## config.mk

```make
export PLATFORM = sky130hd
export DESIGN_NAME = branch_resolve_queue
export DESIGN_NICKNAME = d
export VERILOG_FILES = /design/src/rtl/branch_resolve_queue.sv
export SDC_FILE = /design/constraint.sdc
export NUM_CORES = 1
export LEC_CHECK = 0
export ABC_AREA = 1
export CAP_MARGIN = 20
export CORE_MARGIN = 2
export CORE_UTILIZATION = 44
export DETAILED_ROUTE_END_ITERATION = 16
export SYNTH_ARGS = -nofsm -noshare
export SYNTH_HDL_FRONTEND = slang
export SYNTH_SLANG_ARGS = --single-unit
export TNS_END_PERCENT = 50
```

## constraint.sdc

```tcl
create_clock -name clk -period 13 [get_ports clk]
set_input_delay 3.25 -clock clk [delete_from_list [all_inputs] [get_ports clk]]
set_output_delay 3.25 -clock clk [all_outputs]
set_load 0.01 [all_outputs]
```

## src/rtl/branch_resolve_queue.sv

```systemverilog
// In-order queue of in-flight predicted branches: up to two pushes and two
// resolves per cycle, drives BHT update strobes and a flush/redirect on mispredict.
module branch_resolve_queue #(
  parameter int DEPTH = 8,
  parameter int PC_W  = 11
) (
  input  logic                     clk,
  input  logic                     reset,
  input  logic                     enq_valid1,
  input  logic                     enq_valid2,
  input  logic [PC_W-1:0]          enq_pc1,
  input  logic [PC_W-1:0]          enq_pc2,
  input  logic                     enq_pred1,
  input  logic                     enq_pred2,
  input  logic [PC_W-1:0]          enq_tgt1,
  input  logic [PC_W-1:0]          enq_tgt2,
  output logic                     enq_ready,
  input  logic                     res_valid1,
  input  logic                     res_valid2,
  input  logic                     res_taken1,
  input  logic                     res_taken2,
  input  logic [PC_W-1:0]          res_tgt1,
  input  logic [PC_W-1:0]          res_tgt2,
  output logic                     branch1,
  output logic                     branch2,
  output logic                     branch_taken1,
  output logic                     branch_taken2,
  output logic [PC_W-1:0]          pcE1,
  output logic [PC_W-1:0]          pcE2,
  output logic                     mispredict,
  output logic [PC_W-1:0]          redirect_pc,
  output logic [$clog2(DEPTH):0]   count,
  output logic                     empty,
  output logic                     full
);

  localparam int AW = $clog2(DEPTH);
  localparam int CW = AW + 1;

  logic [PC_W-1:0] pc_mem   [DEPTH];
  logic [PC_W-1:0] tgt_mem  [DEPTH];
  logic            pred_mem [DEPTH];

  logic [AW-1:0]   head, tail, head_nxt1, tail_nxt1;
  logic [PC_W-1:0] e1_pc, e2_pc, e1_tgt, e2_tgt, redirect_nxt;
  logic [PC_W-1:0] push_a_pc, push_a_tgt;
  logic            e1_pred, e2_pred, push_a_pred;
  logic            pop1, pop2, bad1, bad2, flush, issue2;
  logic            push_ok, push_a, push_b;
  logic [1:0]      n_push, n_pop;

  assign enq_ready = (count <= CW'(DEPTH - 2));
  assign empty     = (count == '0);
  assign full      = (count == CW'(DEPTH));

  // Resolve decode works from the start-of-cycle occupancy; slot 2 only counts alongside slot 1.
  always_comb begin
    head_nxt1 = head + AW'(1);
    tail_nxt1 = tail + AW'(1);
    e1_pc     = pc_mem[head];
    e1_tgt    = tgt_mem[head];
    e1_pred   = pred_mem[head];
    e2_pc     = pc_mem[head_nxt1];
    e2_tgt    = tgt_mem[head_nxt1];
    e2_pred   = pred_mem[head_nxt1];

    pop1   = res_valid1 && (count != '0);
    pop2   = res_valid1 && res_valid2 && (count >= CW'(2));
    bad1   = pop1 && ((e1_pred != res_taken1) ||
                      (e1_pred && res_taken1 && (e1_tgt != res_tgt1)));
    bad2   = pop2 && !bad1 && ((e2_pred != res_taken2) ||
                               (e2_pred && res_taken2 && (e2_tgt != res_tgt2)));
    issue2 = pop2 && !bad1;
    flush  = bad1 || bad2;

    if (bad1)
      redirect_nxt = res_taken1 ? res_tgt1 : e1_pc + PC_W'(1);
    else
      redirect_nxt = res_taken2 ? res_tgt2 : e2_pc + PC_W'(1);

    push_ok     = enq_ready && !flush;
    push_a      = push_ok && (enq_valid1 || enq_valid2);
    push_b      = push_ok && enq_valid1 && enq_valid2;
    push_a_pc   = enq_valid1 ? enq_pc1   : enq_pc2;
    push_a_tgt  = enq_valid1 ? enq_tgt1  : enq_tgt2;
    push_a_pred = enq_valid1 ? enq_pred1 : enq_pred2;

    n_push = {1'b0, push_a} + {1'b0, push_b};
    n_pop  = {1'b0, pop1} + {1'b0, issue2};
  end

  always_ff @(posedge clk) begin
    if (push_a) begin
      pc_mem[tail]   <= push_a_pc;
      tgt_mem[tail]  <= push_a_tgt;
      pred_mem[tail] <= push_a_pred;
    end
    if (push_b) begin
      pc_mem[tail_nxt1]   <= enq_pc2;
      tgt_mem[tail_nxt1]  <= enq_tgt2;
      pred_mem[tail_nxt1] <= enq_pred2;
    end
  end

  always_ff @(posedge clk or negedge reset) begin
    if (!reset) begin
      head          <= '0;
      tail          <= '0;
      count         <= '0;
      branch1       <= 1'b0;
      branch2       <= 1'b0;
      branch_taken1 <= 1'b0;
      branch_taken2 <= 1'b0;
      pcE1          <= '0;
      pcE2          <= '0;
      mispredict    <= 1'b0;
      redirect_pc   <= '0;
    end else begin
      // A flush discards everything still queued, including this cycle's pushes.
      if (flush) begin
        head  <= tail;
        count <= '0;
      end else begin
        head  <= head + AW'(n_pop);
        tail  <= tail + AW'(n_push);
        count <= count + CW'(n_push) - CW'(n_pop);
      end
      branch1    <= pop1;
      branch2    <= issue2;
      mispredict <= flush;
      if (pop1) begin
        branch_taken1 <= res_taken1;
        pcE1          <= e1_pc;
      end
      if (issue2) begin
        branch_taken2 <= res_taken2;
        pcE2          <= e2_pc;
      end
      if (flush)
        redirect_pc <= redirect_nxt;
    end
  end

endmodule

```

==> results of run 1 <==
-- worst min path at each step --
| stage | to | startpoint | depth (start not counted) | slack (ps) |
|---|---|---|---|---|
| after floorplan | pcE2[1] | pcE2[1] | 2 | 510 |
| after global placement | redirect_pc[4] | redirect_pc[4] | 2 | 460 |
| after detailed placement | redirect_pc[4] | redirect_pc[4] | 2 | 470 |
| after CTS | redirect_pc[4] | redirect_pc[4] | 2 | 480 |
| after global routing | redirect_pc[4] | redirect_pc[4] | 2 | 510 |
| final | pcE2[3] | pcE2[3] | 2 | 480 |
-- cell families (layout without fill, tap and decap cells) --
| group | Yosys count | count (layout) | synth area share |
|---|---|---|---|
| flops | 232 | 232 | 0.4177 |
| compound gates | 240 | 240 | 0.08135 |
| xor+xnor | 12 | 12 | 0.008159 |
| mux | 23 | 23 | 0.01608 |
| simple gates | 1312 | 1312 | 0.3537 |
| fa+ha+maj | 21 | 21 | 0.01818 |
| buf+inv | 390 | 409 | 0.1049 |
-- stage by stage --
stage                     instances    util  power [mW]
final                          2717  0.4983       4.667
after CTS                      2717  0.4983       4.629
after global routing           2717  0.4983       5.005
after floorplan                2230       -       3.034
after detailed placement       2667  0.4747       3.875
after global placement         2666  0.4743       3.852
-- sequential cells by signal (all words and copies together) (netlist names) --
register	cells
branch_taken2	1
pcE1	11
pred_mem	8
head	3
branch2	1
branch1	1
tail	3
count	4
redirect_pc	11
tgt_mem	88
branch_taken1	1
pcE2	11
pc_mem	88
mispredict	1
-- critical path, cell delays in order --
cell and delay (ps):
clkdlybuf4s50_1 440, nand3b_1 170, nand2_1 90, nand3_1 60, nor2_1 130, nand3_1 100
nand2_1 70, nand2_1 50, nand2_1 330, nand2_2 410, nor2_4 270, buf_4 600
nand3_2 660, nand2_1 730, buf_4 350
-- power by group --
| part | total, mW | switching, mW | internal [mW] |
|---|---|---|---|
| Sequential | 1.19 | 0.154 | 1.03 |
| Clock | 0.753 | 0.314 | 0.438 |
| Combinational | 2.73 | 1.93 | 0.793 |
-- cell usage after synthesis, types with 4 or more instances --
| master | n |
|---|---|
| edfxtp_1 | 184 |
| xor2_1 | 7 |
| nor2_1 | 74 |
| a21oi_1 | 59 |
| ha_1 | 17 |
| buf_1 | 12 |
| fa_1 | 4 |
| o21ai_0 | 136 |
| inv_1 | 204 |
| dfrtp_1 | 48 |
| buf_2 | 48 |
| nand3_2 | 6 |
| nand3b_1 | 5 |
| o211ai_1 | 42 |
| nand3_1 | 167 |
| buf_6 | 21 |
| nand2_1 | 859 |
| mux2_2 | 23 |
| clkbuf_1 | 101 |
| nand4_1 | 195 |
-- layer usage --
| metal | track usage | part of all wire | up-vias |
|---|---|---|---|
| met4 | 0.07323 | 0.024 | 2 |
| met1 | 0.4760 | 0.46 | 7250 |
| met3 | 0.06736 | 0.12 | 64 |
| met2 | 0.4230 | 0.40 | 897 |
| li1 | - | - | 7444 |
| met5 | 0 | 0.00031 | - |
-- area by class of cell --
type / count / area share
clock buffers: 31 / 0.03813
clock inverters: 19 / 0.009256
inverters: 206 / 0.04296
multi-input cells: 1608 / 0.4256
flip-flops and latches: 232 / 0.3716
well taps: 468 / 0.03233
repair buffers: 153 / 0.08013
==> impl_metrics.ini, run 1 <==
[cells_and_area]
n_antenna_cell = 0
syn_to_final_growth_pct = 12.48
fillers = 3600
final_common_cell = nand2_1
drive_gt1_frac = 0.05336
register_area_um2 = 6731
final_area_um2 = 18110
layout_common_cells = 859 x nand2_1, 203 x inv_1, 195 x nand4_1
layout.nets = 2325
multi_input_area_um2 = 7709

[place]
io_buffers = 120
place_congestion = 0.9676
dp_slack_ps = 4969
hpwl_mm = 42.02
place_area_um2 = 17260

[worst_setup_path]
ff2ff_setup_slack_ps = 6020
worstSetupPathType = primary input to flop
setup.worst_path.start = res_tgt1[9]
r2r_end = tgt_mem[7][1]
cp_max_fo = 68
reg2reg_from = head[0]
rr_worst_depth = 18
crit_arrival_ps = 7750
crit_end = tgt_mem[7][1]
end_kind = flop
start_kind = primary input
required_ps = 13240

[cts]
numCtsBuffers = 27
clk_latency_ps = 550
clock-sinks = 232
htreeDepth = 1
postCtsSetupRepairBufs = 0
ctsResizeCount = 0
cts_tree = yes
clock_path_buffers = 3
clockRootBuffer = clkbuf_16
clk_pin_slew_ps = 60
ctsHoldBuffers = 0

[route]
vias_per_cell = 5.763
drt-total-wl_mm = 58.71
vias = 15660
dr.pass1.iters = 6
drt_iter0_drc = 1991
wl_per_cell_um = 21.61
ant_nets = 0
drc_errors = 0

[power]
p_per_area_nw_per_um2 = 257.7
peakVddDrop_mv = 0.1822
p_leak_nw = 8.273

[floorplan]
dieArea_um2 = 38150
start_util = 0.4431
fp.dieH_um = 195.3
die_w_um = 195.3
core_um2 = 36350
io_pins = 121
row_count = 70

[logic_synthesis]
syn_area_per_cell_um2 = 7.222
yosysSeqAreaShare = 0.4177
synth_area_leaders = edfxtp_1 34%, nand2_1 20%, nand4_1 7.6%
yosys.area.top_type_share = 0.3431
synth_top_flop_cell = edfxtp_1
synth_cell_type_count = 30
synth_edf_count = 184
synth.yosys.warnings = 0
ys_ff_latch = 232
syn_area_um2 = 16100
postSynthCellCount = 2230
synth-async-reset-ratio = 0.2069
synth_nets = 2327
yosysTopAreaCell = edfxtp_1

[global_routing]
grt_use_total = 0.3048
grt_pass1_wl_mm = 87.71
antenna_found_initial = 2
globalRouteOverflowTotal = 0
grt_pass1_vias = 13860
grt_max_degree = 114

[sta]
fmaxAchievable_mhz = 133.1
hold_viol = 0
period_share = 0.5779
finalCriticalPeriod_ps = 7513
tightest_slew_ps = 1081
setup_violations = 0
finClkSkew_ps = 20.50
slew_headroom = 0.2796
tns_ps = 0
whs_ps = 479.6
final_max_slew_viol_count = 0
rsz0062_at_grt = false
worst_slack_ps = 5487

[worst_hold_path]
min_path_type = flop to flop

[run_status]
status = complete, no violations

[run]
maxCapViolCount = 0
(Power assumes the default switching activity.)
==> run 2: changes to the inputs <==
PLACE_DENSITY = 0.65   (was unset)
clock period = 6.7 ns   (was 13 ns; I/O delays follow)
==> impl_metrics.ini, run 2 (synthesis results as in run 1) <==
[run_status]
status = complete, no violations

[cts]
clock-sinks = 232
clock_path_buffers = 3
clockRootBuffer = clkbuf_16
postCtsSetupRepairBufs = 0
clk_latency_ps = 550
htreeDepth = 1
numCtsBuffers = 25
clk_pin_slew_ps = 70
ctsHoldBuffers = 0
ctsResizeCount = 0
cts_tree = yes

[sta]
period_share = 0.8049
finalCriticalPeriod_ps = 5393
setup_violations = 0
tightest_slew_ps = 1043
hold_viol = 0
final_max_slew_viol_count = 0
fmaxAchievable_mhz = 185.4
slew_headroom = 0.3028
rsz0062_at_grt = false
finClkSkew_ps = 21.16
tns_ps = 0

[power]
p_leak_nw = 8.328
pwr-share-seq = 0.244
swShare = 0.5200
combPwrFrac = 0.597
clock_power_share = 0.159
p_per_area_nw_per_um2 = 506.9
peakVddDrop_mv = 0.5121
p_switching_mw = 4.807
p_int_mw = 4.438

[cells_and_area]
final_common_cell = nand2_1
drive_gt1_frac = 0.05802
layout_common_cells = 859 x nand2_1, 203 x inv_1, 195 x nand4_1
final_util = 0.5018
top_regs = pc_mem: 88 flops, tgt_mem: 88 flops
syn_to_final_growth_pct = 13.25
layout.nets = 2336
n_antenna_cell = 0

[worst_setup_path]
end_kind = flop
r2r_end = pc_mem[1][5]
ff2ff_setup_slack_ps = 1310
start_kind = flop
cp_max_fo = 200
worstSetupPathType = flop to flop
crit_arrival_ps = 5570
required_ps = 6880
rr_worst_depth = 21
reg2reg_from = head[0]

[floorplan]
start_util = 0.4431
fp.dieH_um = 195.3
core_um2 = 36350
io_pins = 121
die_w_um = 195.3
dieArea_um2 = 38150
row_count = 70

[route]
vias = 15670
drt-total-wl_mm = 58.32
vias_per_cell = 5.750
ant_nets = 0
drc_errors = 0
drt_iter0_drc = 1972
wl_per_cell_um = 21.39
dr.pass1.iters = 6

[worst_hold_path]
min_to = pcE1[5]
worstHoldStart = pcE1[5]
min_path_cells = 2
min_path_type = flop to flop

[place]
hpwl_mm = 37.42
io_buffers = 120
place_congestion = 0.9228

[run]
maxCapViolCount = 0

[global_routing]
grt_pass1_vias = 14330
grt_max_degree = 201
grt_use_total = 0.3030
antenna_found_initial = 0
globalRouteOverflowTotal = 0
grt_pass1_wl_mm = 87.47
[run 2: cell types whose count changed in the layout (fill, tap and decap cells not counted), sizes merged]
cell and change:
clkinv -7, clkbuf -4, inv +2, bufinv +1, buf +13, clkinvlp +4
[run 2: layer usage]
| metal | vias up | share of wire | GRT usage |
|---|---|---|---|
| met5 | - | 0 | 0 |
| met4 | 0 | 0.036 | 0.1077 |
| met3 | 131 | 0.11 | 0.06788 |
| met2 | 888 | 0.44 | 0.4659 |
| met1 | 7206 | 0.42 | 0.4209 |
| li1 | 7449 | - | - |
[run 2: worst max path at each step]
stage / startpoint / to / slack [ps] / depth (start not counted)
2_1_floorplan: head[0] / count[2] / 1830 / 31
3_3_place_gp: res_tgt1[4] / count[2] / 1370 / 19
3_5_place_dp: res_tgt1[4] / count[2] / 1350 / 19
4_1_cts: head[0] / count[2] / 1470 / 22
5_1_grt: head[0] / count[2] / 860 / 20
6_report: head[0] / pc_mem[1][5] / 1310 / 21
[run 2: final cells by class]
class | instances | area (um2)
Timing Repair Buffer | 166 | 1579
Fill cell | 3393 | 18110
Tap cell | 468 | 585.6
Sequential cell | 232 | 6730
Inverter | 206 | 777.0
Clock inverter | 19 | 226.5
Multi-Input combinational cell | 1608 | 7706
Clock buffer | 27 | 633.1
[run 2: critical path: stages, from the launching register on]
cell and delay, ps:
dfrtp_4 840, ha_2 480, inv_1 720, nand3_1 150, nand2_1 160, nand2_1 80
nand2_1 80, nand2_1 50, nand2_1 80, nand2_1 50, nor2_1 100, nand3_1 80
nand2_1 70, nand2_1 50, nand2_1 60, nand2_2 50, buf_4 230, nor2_4 150
buf_12 550, nand3_1 190, nand2_1 120, buf_4 410
[run 2: power by group through the flow]
stage / logic, mW / clock network (mW) / registers [mW]
floorplan: 3.69 / 0 / 2.20
global placement: 5.34 / 0 / 2.27
detailed placement: 5.40 / 0 / 2.28
CTS: 5.42 / 1.47 / 2.25
global route: 6.06 / 1.53 / 2.30
finish: 5.52 / 1.47 / 2.26
[run 2: through the flow]
stage                     area, um2  instances  hold WS [ps]  power, mW  setup WS, ps
after CTS                     18240       2726         489.5      9.147          1470
after floorplan               16100       2230         508.5      5.887          1825
after detailed placement      17380       2680         473.2      7.681          1354
after global routing          18240       2726         523.7      9.883         863.0
after global placement        17380       2680         463.5      7.614          1375
final                         18240       2726         481.8      9.245          1307
